$ cat src/rtl/barrel_shifter_if.sv
// rtl/barrel_shifter_if.sv - data and shift-select bundle for barrel_shifter
interface barrel_shifter_if #(
   parameter int WIDTH = 8
);
   logic [0:WIDTH-1] Ip;
   logic [0:4]       shift_mag;
   logic [0:WIDTH-1] Op;
   logic             mag_err;

   modport master (
      output Ip,
      output shift_mag,
      input  Op,
      input  mag_err
   );

   modport slave (
      input  Ip,
      input  shift_mag,
      output Op,
      output mag_err
   );
endinterface

$ cat src/rtl/barrel_shifter.sv
// rtl/barrel_shifter.sv - registered logical shifter, one-hot magnitude select
module barrel_shifter #(
   parameter int WIDTH = 8
) (
   input  logic              clk,
   input  logic              rst,
   barrel_shifter_if.slave   bus
);

   logic [0:WIDTH-1] w_shifted;
   logic             w_err;
   logic [0:WIDTH-1] r_op;
   logic             r_err;

   // Index 0 is the MSB, so a right shift moves bits toward higher indices.
   always_comb begin
      w_shifted = bus.Ip;
      w_err     = 1'b0;
      case (bus.shift_mag)
         5'b10000: w_shifted = {2'b00, bus.Ip[0:WIDTH-3]};
         5'b01000: w_shifted = {1'b0, bus.Ip[0:WIDTH-2]};
         5'b00100: w_shifted = bus.Ip;
         5'b00010: w_shifted = {bus.Ip[1:WIDTH-1], 1'b0};
         5'b00001: w_shifted = {bus.Ip[2:WIDTH-1], 2'b00};
         5'b00000: w_shifted = bus.Ip;
         default:  w_err     = 1'b1;
      endcase
   end

   always_ff @(posedge clk or posedge rst) begin
      if (rst) begin
         r_op  <= '0;
         r_err <= 1'b0;
      end else begin
         r_op  <= w_shifted;
         r_err <= w_err;
      end
   end

   assign bus.Op      = r_op;
   assign bus.mag_err = r_err;

endmodule

$ cat src/flat_wrapper.sv
// flat-port wrapper written by rule: the top's interface ports become plain ports
module barrel_shifter_flat 
#(
   parameter int WIDTH = 8
)
  (clk, rst, bus_Ip, bus_shift_mag, bus_Op, bus_mag_err);
  barrel_shifter_if #(.WIDTH(WIDTH)) bus_i ();
  input  logic clk;
  input  logic rst;
  input wire logic [$bits(bus_i.Ip)-1:0] bus_Ip;
  input wire logic [$bits(bus_i.shift_mag)-1:0] bus_shift_mag;
  output wire logic [$bits(bus_i.Op)-1:0] bus_Op;
  output wire logic [$bits(bus_i.mag_err)-1:0] bus_mag_err;
  assign bus_i.Ip = bus_Ip;
  assign bus_i.shift_mag = bus_shift_mag;
  assign bus_Op = bus_i.Op;
  assign bus_mag_err = bus_i.mag_err;
  barrel_shifter #(.WIDTH(WIDTH)) u_core (.clk(clk), .rst(rst), .bus(bus_i));
endmodule
$ cat config.mk
export PLATFORM = sky130hd
export DESIGN_NAME = barrel_shifter_flat
export DESIGN_NICKNAME = d
export VERILOG_FILES = /design/src/rtl/barrel_shifter_if.sv /design/src/rtl/barrel_shifter.sv /design/src/flat_wrapper.sv
export SDC_FILE = /design/constraint.sdc
export NUM_CORES = 1
export LEC_CHECK = 0
export ABC_AREA = 0
export BUFFER_PORTS_ARGS = -buffer_cell sky130_fd_sc_hd__buf_2
export CAP_MARGIN = 20
export CORE_ASPECT_RATIO = 0.8
export CORE_MARGIN = 1
export CORE_UTILIZATION = 30
export CTS_BUF_LIST = sky130_fd_sc_hd__clkbuf_8
export DETAILED_ROUTE_END_ITERATION = 6
export GPL_TIMING_DRIVEN = 0
export PLACE_DENSITY = 0.57
export SYNTH_ARGS = -nofsm -noshare
export SYNTH_HDL_FRONTEND = slang
export SYNTH_SLANG_ARGS = --single-unit
export TNS_END_PERCENT = 50
$ cat constraint.sdc
create_clock -name clk -period 1.1 [get_ports clk]
set_clock_uncertainty 0.15 [all_clocks]
set_input_delay 0.22 -clock clk [delete_from_list [all_inputs] [get_ports clk]]
set_output_delay 0.22 -clock clk [all_outputs]
set_load 0.1 [all_outputs]
==> flow_metrics.py, run 1 <==
metrics = {
    "synth": {
        "postSynthRegisterBits": 9,
        "post_synth_num_cell_types": 27,
        "yosys.area_share.xor_xnor_pct": 0,
        "synth_warnings": 0,
        "synth_area_per_cell_um2": 10.5,
        "number_of_enable_flip_flop_cells_after_synthesis": 0,
        "syn_nets": 72,
        "combinational_family_with_the_most_area_after_synthesis": "compound AO/OA/AOI/OAI gates",
        "post_synth_inst_count": 57,
        "synth_async_sr_flop_share_pct": 100,
        "synth_area_um2": 597,
        "synth_mux_area_share_pct": 0,
        "ys_dominant_reg_cell": "sky130_fd_sc_hd__dfrtp_1",
        "synth_simple_gate_area_share_pct": 18.0,
        "synth_seq_area_share_pct": 37.7,
        "synth_adder_area_share_pct": 0,
        "share_of_the_synthesized_area_in_compound_gates_ao_oa_aoi_oai_pct": 40.5,
    },
    "clock_network": {
        "cts_root_buffer": "sky130_fd_sc_hd__clkbuf_8",
        "numClockSinks": 9,
        "cts_buffer_depth": 2,
        "cts_htree_levels": 1,
        "path_clk_slew_ns": 0.05,
        "clock_buffer_count_from_cts": 3,
        "cts_tree": "built",
    },
    "worst_setup_path": {
        "crit_path_top_delay_cell": "sky130_fd_sc_hd__a221o_1",
        "cell_by_cell_listing_of_the_critical_path": "buf_6 -> and2b_2 -> o21ai_4 -> a21o_4 -> a221o_1",
        "largest_fanout_of_any_net_on_the_critical_path": 8,
        "crit_type": "in2reg",
        "arrival_ns": 1.23,
        "end_kind": "register",
        "start_kind": "input port",
        "max_stage_delay_ns": 0.32,
        "critPathRequiredTime_ns": 1.07,
    },
    "global_route": {
        "pin_count_of_the_biggest_net_entering_global_routing": 10,
        "grtUsageTotal_pct": 16.1,
        "first_pass_grt_wire_length_um": 2520,
        "grt_util_met2_pct": 24.1,
        "globalRouteOverflowTotal": 0,
        "grt.met3_usage_pct": 3.66,
        "met1_usage_pct": 20.5,
        "grt_antenna_before_repair": 0,
        "grt_pass1_vias": 551,
        "top_usage_layer": "met2",
    },
    "floorplanning": {
        "rows": 14,
        "die-width_um": 51.9,
        "floorplan.initialDensity_pct": 31.8,
        "die_area_mm2": 0.00217,
        "die-height_um": 41.9,
        "core_area_mm2": 0.00187,
        "ioPinCount": 24,
    },
    "flow_run": {
        "max-cap-violations": 0,
    },
    "timing": {
        "setup_repair_after_global_routing_missed_its_margin": "true",
        "final.setup.worst_slack_ns": -0.160,
        "max-slew-margin-rel_pct": 76.5,
        "setup_violations": 17,
        "final_max_slew_viol_count": 0,
        "max_clock_freq_ghz": 0.794,
        "pin_slew_with_the_least_headroom_to_its_limit_ns": 0.352,
        "final_period_minus_worst_setup_slack_ns": 1.26,
        "period_share_pct": 115,
        "timing_hold_violations_final": 0,
    },
    "pwr": {
        "power-per-cell-area_mw_per_mm2": 1220,
        "net_switching_uw": 481,
        "vdd_drop_max_mv": 0.673,
        "static-leakage-power_uw": 0.000461,
        "swShare_pct": 37.6,
        "intPower_uw": 800,
        "seqPwrFrac_pct": 29.3,
        "share_clk_of_total_power_pct": 30.4,
        "power.share.combinational_pct": 40.2,
    },
    "hold_path": {
        "worstHoldPathType": "in2reg",
    },
    "run_status": {
        "outcome": "complete, but fails checks",
        "violated_checks": "DRC, setup timing",
    },
    "placed_design": {
        "gp_routability_congestion": 0.774,
        "post-place-cells": 104,
        "io_buffer_count": 23,
        "pre_cts_slack_ns": -0.460,
        "hpwl_um": 1020,
    },
    "routing": {
        "wire_per_inst_um": 13.7,
        "post_route_ant_nets": 0,
        "detailroute.via_count": 596,
        "viasPerCell": 5.14,
        "first_pass_iters": 6,
        "detail_route.drc_violations": 2,
        "finalWirelength_um": 1590,
        "drtIter0Drc": 6,
    },
    "cells_and_area": {
        "drive_gt1_share_pct": 64.1,
        "final_nets": 108,
        "synthToLayoutAreaGrowth_pct": 76.5,
        "stdcell_count": 116,
        "antenna_cells_inserted": 0,
    },
}
cells by family (layout without fill, tap and decap cells):
kind of cell / count (synthesis) / in the layout
flip-flops: 9 / 9
buffers and inverters: 3 / 38
AND/OR/NAND/NOR: 16 / 16
AO/OA/AOI/OAI: 29 / 29
sequential cells by signal, summed over array words and instances (netlist names):
register and cells:
u_core.bus.mag_err 1, u_core.bus.Op 8
layout make-up:
type	count	area (um^2)
inverters	1	3.75
multi-input cells	45	407
clock inverters	1	3.75
flip-flops and latches	9	226
repair buffers	31	319
clock buffers	3	41.3
well taps	24	30.0
fillers	153	821
plain buffers	2	22.5
cells in the final DEF (no fill, tap or decap), drive strengths merged:
cell,count
buf,32
dfrtp,9
a22oi,9
a21o,6
nor2,4
a221o,4
o22ai,4
clkbuf,3
and2b,3
o21ai,3
a21oi,2
inv,2
or3,2
nor2b,2
and3,2
nor3b,1
and2,1
nor3,1
a32o,1
dlygate4sd3,1
per-stage QoR:
stage	area (um^2)	hold slack, ns	util (%)	power, uW	TNS [ns]
floorplan	599	-0.102	-	673	-2.79
global placement	744	0.0473	39.7	765	-3.41
detailed placement	744	0.0523	39.7	767	-3.42
CTS	976	0.0957	52.1	1250	-1.64
global route	1050	0.124	56.2	1320	-1.98
finish	1050	0.111	56.2	1280	-1.60
synth_stat cells, types with 2 or more instances:
cell                      n  area share, %
sky130_fd_sc_hd__a21o_2   5            7.3
sky130_fd_sc_hd__a21oi_1  2            1.7
sky130_fd_sc_hd__a221o_1  4            6.7
sky130_fd_sc_hd__a22oi_1  9             11
sky130_fd_sc_hd__dfrtp_1  9             38
sky130_fd_sc_hd__nor2_1   4            2.5
sky130_fd_sc_hd__o22ai_1  4            4.2
repair_timing:
action	4_1_cts	5_1_grt
gates resized for setup	35	15
endpoints found under the setup margin	17	17
endpoints found under the hold margin	9	0
hold buffers	1	0
buffers inserted	6	1
pin swaps	4	8
power groups by stage:
stage               registers (uW)  logic (uW)  clock network (uW)
floorplan                      571         102                   0
global placement               368         396                   0
global route                   377         538                 402
CTS                            374         482                 393
finish                         375         515                 390
detailed placement             369         397                   0
critical path, delay by kind of cell:
kind / cells / cell delay [ns]
AO/OA/AOI/OAI: 3 / 0.63
AND/OR/NAND/NOR: 1 / 0.27
buffers and inverters: 1 / 0.11
final timing paths:
check / from / end / slack [ns] / cells after the start
min in group asynchronous: rst / u_core.bus.Op[4] / 0.34 / 3
worst max-delay path: bus_shift_mag[0] / u_core.bus.Op[1] / -0.16 / 5
max in group asynchronous: rst / u_core.bus.Op[7] / 0.19 / 3
worst min-delay path: bus_Ip[0] / u_core.bus.Op[7] / 0.11 / 2
metal layers:
layer	routed length, um	vias up	part of all wire (%)
met5	0	-	0
met4	28	0	1.8
met3	58	3	3.7
met2	785	16	49
met1	717	278	45
li1	-	299	-
Note: power is estimated with default switching activity, not from simulation.
==> run 2, diff against run 1 <==
--- a/config.mk
+++ b/config.mk
@@ -11,7 +11,6 @@
 export CORE_ASPECT_RATIO = 0.8
 export CORE_MARGIN = 1
 export CORE_UTILIZATION = 30
-export CTS_BUF_LIST = sky130_fd_sc_hd__clkbuf_8
 export DETAILED_ROUTE_END_ITERATION = 6
 export GPL_TIMING_DRIVEN = 0
 export PLACE_DENSITY = 0.57
==> flow_metrics.py, run 2 (same netlist as run 1, synthesis figures left out) <==
metrics = {
    "pwr": {
        "static-leakage-power_uw": 0.000445,
        "finalPower_uw": 1160,
        "power-per-cell-area_mw_per_mm2": 1130,
        "vdd_drop_max_mv": 0.668,
    },
    "global_route": {
        "globalRouteOverflowTotal": 0,
        "first_pass_grt_wire_length_um": 2490,
        "grt_pass1_vias": 550,
        "pin_count_of_the_biggest_net_entering_global_routing": 10,
        "grt_antenna_before_repair": 0,
        "grtUsageTotal_pct": 15.8,
    },
    "placed_design": {
        "io_buffer_count": 23,
        "gp_routability_congestion": 0.774,
        "post-place-cells": 104,
        "pre_cts_slack_ns": -0.460,
        "hpwl_um": 1020,
    },
    "clock_network": {
        "path_clk_slew_ns": 0.07,
        "cts_buffer_depth": 2,
        "cts_tree": "built",
        "cts_root_buffer": "sky130_fd_sc_hd__clkbuf_4",
        "numClockSinks": 9,
        "cts_htree_levels": 1,
        "clock_buffer_count_from_cts": 3,
    },
    "routing": {
        "first_pass_iters": 6,
        "detailroute.via_count": 603,
        "drtIter0Drc": 13,
        "viasPerCell": 5.24,
        "post_route_ant_nets": 0,
        "detail_route.drc_violations": 2,
        "wire_per_inst_um": 14.1,
        "finalWirelength_um": 1620,
    },
    "cells_and_area": {
        "stdcell_count": 115,
        "drive_gt1_share_pct": 62.6,
        "mostFrequentLayoutCell": "sky130_fd_sc_hd__buf_8",
        "largest_register_ff_count": 8,
        "layout_common_cells": "sky130_fd_sc_hd__buf_8 (11), sky130_fd_sc_hd__buf_2 (9), sky130_fd_sc_hd__dfrtp_1 (8), sky130_fd_sc_hd__buf_6 (6), sky130_fd_sc_hd__a22oi_1 (6)",
        "final_nets": 107,
        "antenna_cells_inserted": 0,
        "nFillCells": 157,
        "synthToLayoutAreaGrowth_pct": 71.9,
    },
    "timing": {
        "max_clock_freq_ghz": 0.822,
        "timing_hold_violations_final": 0,
        "final_period_minus_worst_setup_slack_ns": 1.22,
        "pin_slew_with_the_least_headroom_to_its_limit_ns": 0.361,
        "period_share_pct": 111,
        "setup_repair_after_global_routing_missed_its_margin": "true",
        "setup_violations": 17,
        "final_max_slew_viol_count": 0,
        "final.setup.worst_slack_ns": -0.117,
        "max-slew-margin-rel_pct": 75.9,
    },
    "floorplanning": {
        "die-width_um": 51.9,
        "ioPinCount": 24,
        "rows": 14,
        "die_area_mm2": 0.00217,
        "core_area_mm2": 0.00187,
        "die-height_um": 41.9,
        "floorplan.initialDensity_pct": 31.8,
    },
    "hold_path": {
        "hold_path_end": "u_core.bus.Op[0]",
        "whs_path_depth": 2,
        "timing.hold.worst.start": "bus_Ip[7]",
        "worstHoldPathType": "in2reg",
    },
    "worst_setup_path": {
        "worst_setup_path_start": "bus_shift_mag[1]",
        "crit_type": "in2reg",
        "arrival_ns": 1.23,
        "largest_fanout_of_any_net_on_the_critical_path": 7,
        "end_kind": "register",
        "start_kind": "input port",
        "critPathRequiredTime_ns": 1.11,
    },
    "run_status": {
        "outcome": "complete, but fails checks",
        "violated_checks": "DRC, setup timing",
    },
    "flow_run": {
        "max-cap-violations": 0,
    },
}
run 2: cell types whose count changed in the layout (fill, tap and decap cells not counted):
cell and change:
sky130_fd_sc_hd__clkbuf_8 -3, sky130_fd_sc_hd__buf_4 -1, sky130_fd_sc_hd__inv_1 -1, sky130_fd_sc_hd__a22oi_1 +1, sky130_fd_sc_hd__buf_6 -1, sky130_fd_sc_hd__buf_8 +1, sky130_fd_sc_hd__a22oi_2 -1, sky130_fd_sc_hd__clkbuf_1 +1
sky130_fd_sc_hd__clkbuf_4 +3
run 2: final cells by class:
type / instances / area (um^2) / share of cell area [%]
Buffer: 2 / 22.5 / 2.20
Clock buffer: 4 / 26.3 / 2.56
Tap cell: 24 / 30.0 / 2.93
Inverter: 1 / 3.75 / 0.366
Timing Repair Buffer: 30 / 315 / 30.7
Sequential cell: 9 / 226 / 22.1
Multi-Input combinational cell: 45 / 402 / 39.1
run 2: worst max path at each step:
stage	depth (start not counted)	end	slack (ns)
4_1_cts	1	bus_Op[0]	-0.12
3_5_place_dp	5	u_core.bus.Op[1]	-0.46
5_1_grt	7	u_core.bus.Op[5]	-0.17
6_report	7	u_core.bus.Op[5]	-0.12
3_3_place_gp	5	u_core.bus.Op[1]	-0.47
2_1_floorplan	4	u_core.bus.Op[0]	-0.25
run 2: metal layers:
layer | up-vias | GRT usage, % | wire [um]
met3 | 0 | 2.56 | 99
met4 | 0 | 10.3 | 0
li1 | 296 | - | -
met5 | - | 0 | 0
met1 | 278 | 20.0 | 671
met2 | 29 | 24.4 | 851
run 2: repair_timing:
| item | 4_1_cts | 5_1_grt |
|---|---|---|
| setup endpoints to repair | 17 | 17 |
| hold buffers | 1 | 0 |
| setup buffers | 6 | 0 |
| endpoints found under the hold margin | 9 | 0 |
| resized for setup | 35 | 15 |
| pin swaps | 4 | 7 |
| cloned | 0 | 0 |
run 2: through the flow:
step / area [um^2] / setup TNS [ns] / util, % / hold slack, ns
after detailed placement: 744 / -3.42 / 39.7 / 0.0523
after global routing: 1030 / -2.07 / 54.7 / 0.0766
after CTS: 957 / -1.70 / 51.1 / 0.0596
after global placement: 744 / -3.41 / 39.7 / 0.0473
final: 1030 / -1.65 / 54.7 / 0.0739
after floorplan: 599 / -2.79 / - / -0.102
run 2: worst max-delay path: stages:
cell	delay (ns)
sky130_fd_sc_hd__buf_8	0.10
sky130_fd_sc_hd__nor2b_4	0.11
sky130_fd_sc_hd__buf_6	0.11
sky130_fd_sc_hd__buf_12	0.12
sky130_fd_sc_hd__a22oi_1	0.24
sky130_fd_sc_hd__o22ai_2	0.12
sky130_fd_sc_hd__a21o_2	0.20
run 2: report_power, final:
| part | total [uW] | internal [uW] | leakage [uW] | switching (uW) |
|---|---|---|---|---|
| combinational | 516 | 196 | 0.000326 | 319 |
| clock | 267 | 140 | 0.0000150 | 127 |
| sequential | 375 | 358 | 0.000103 | 16.4 |
| total | 1160 | 695 | 0.000445 | 463 |
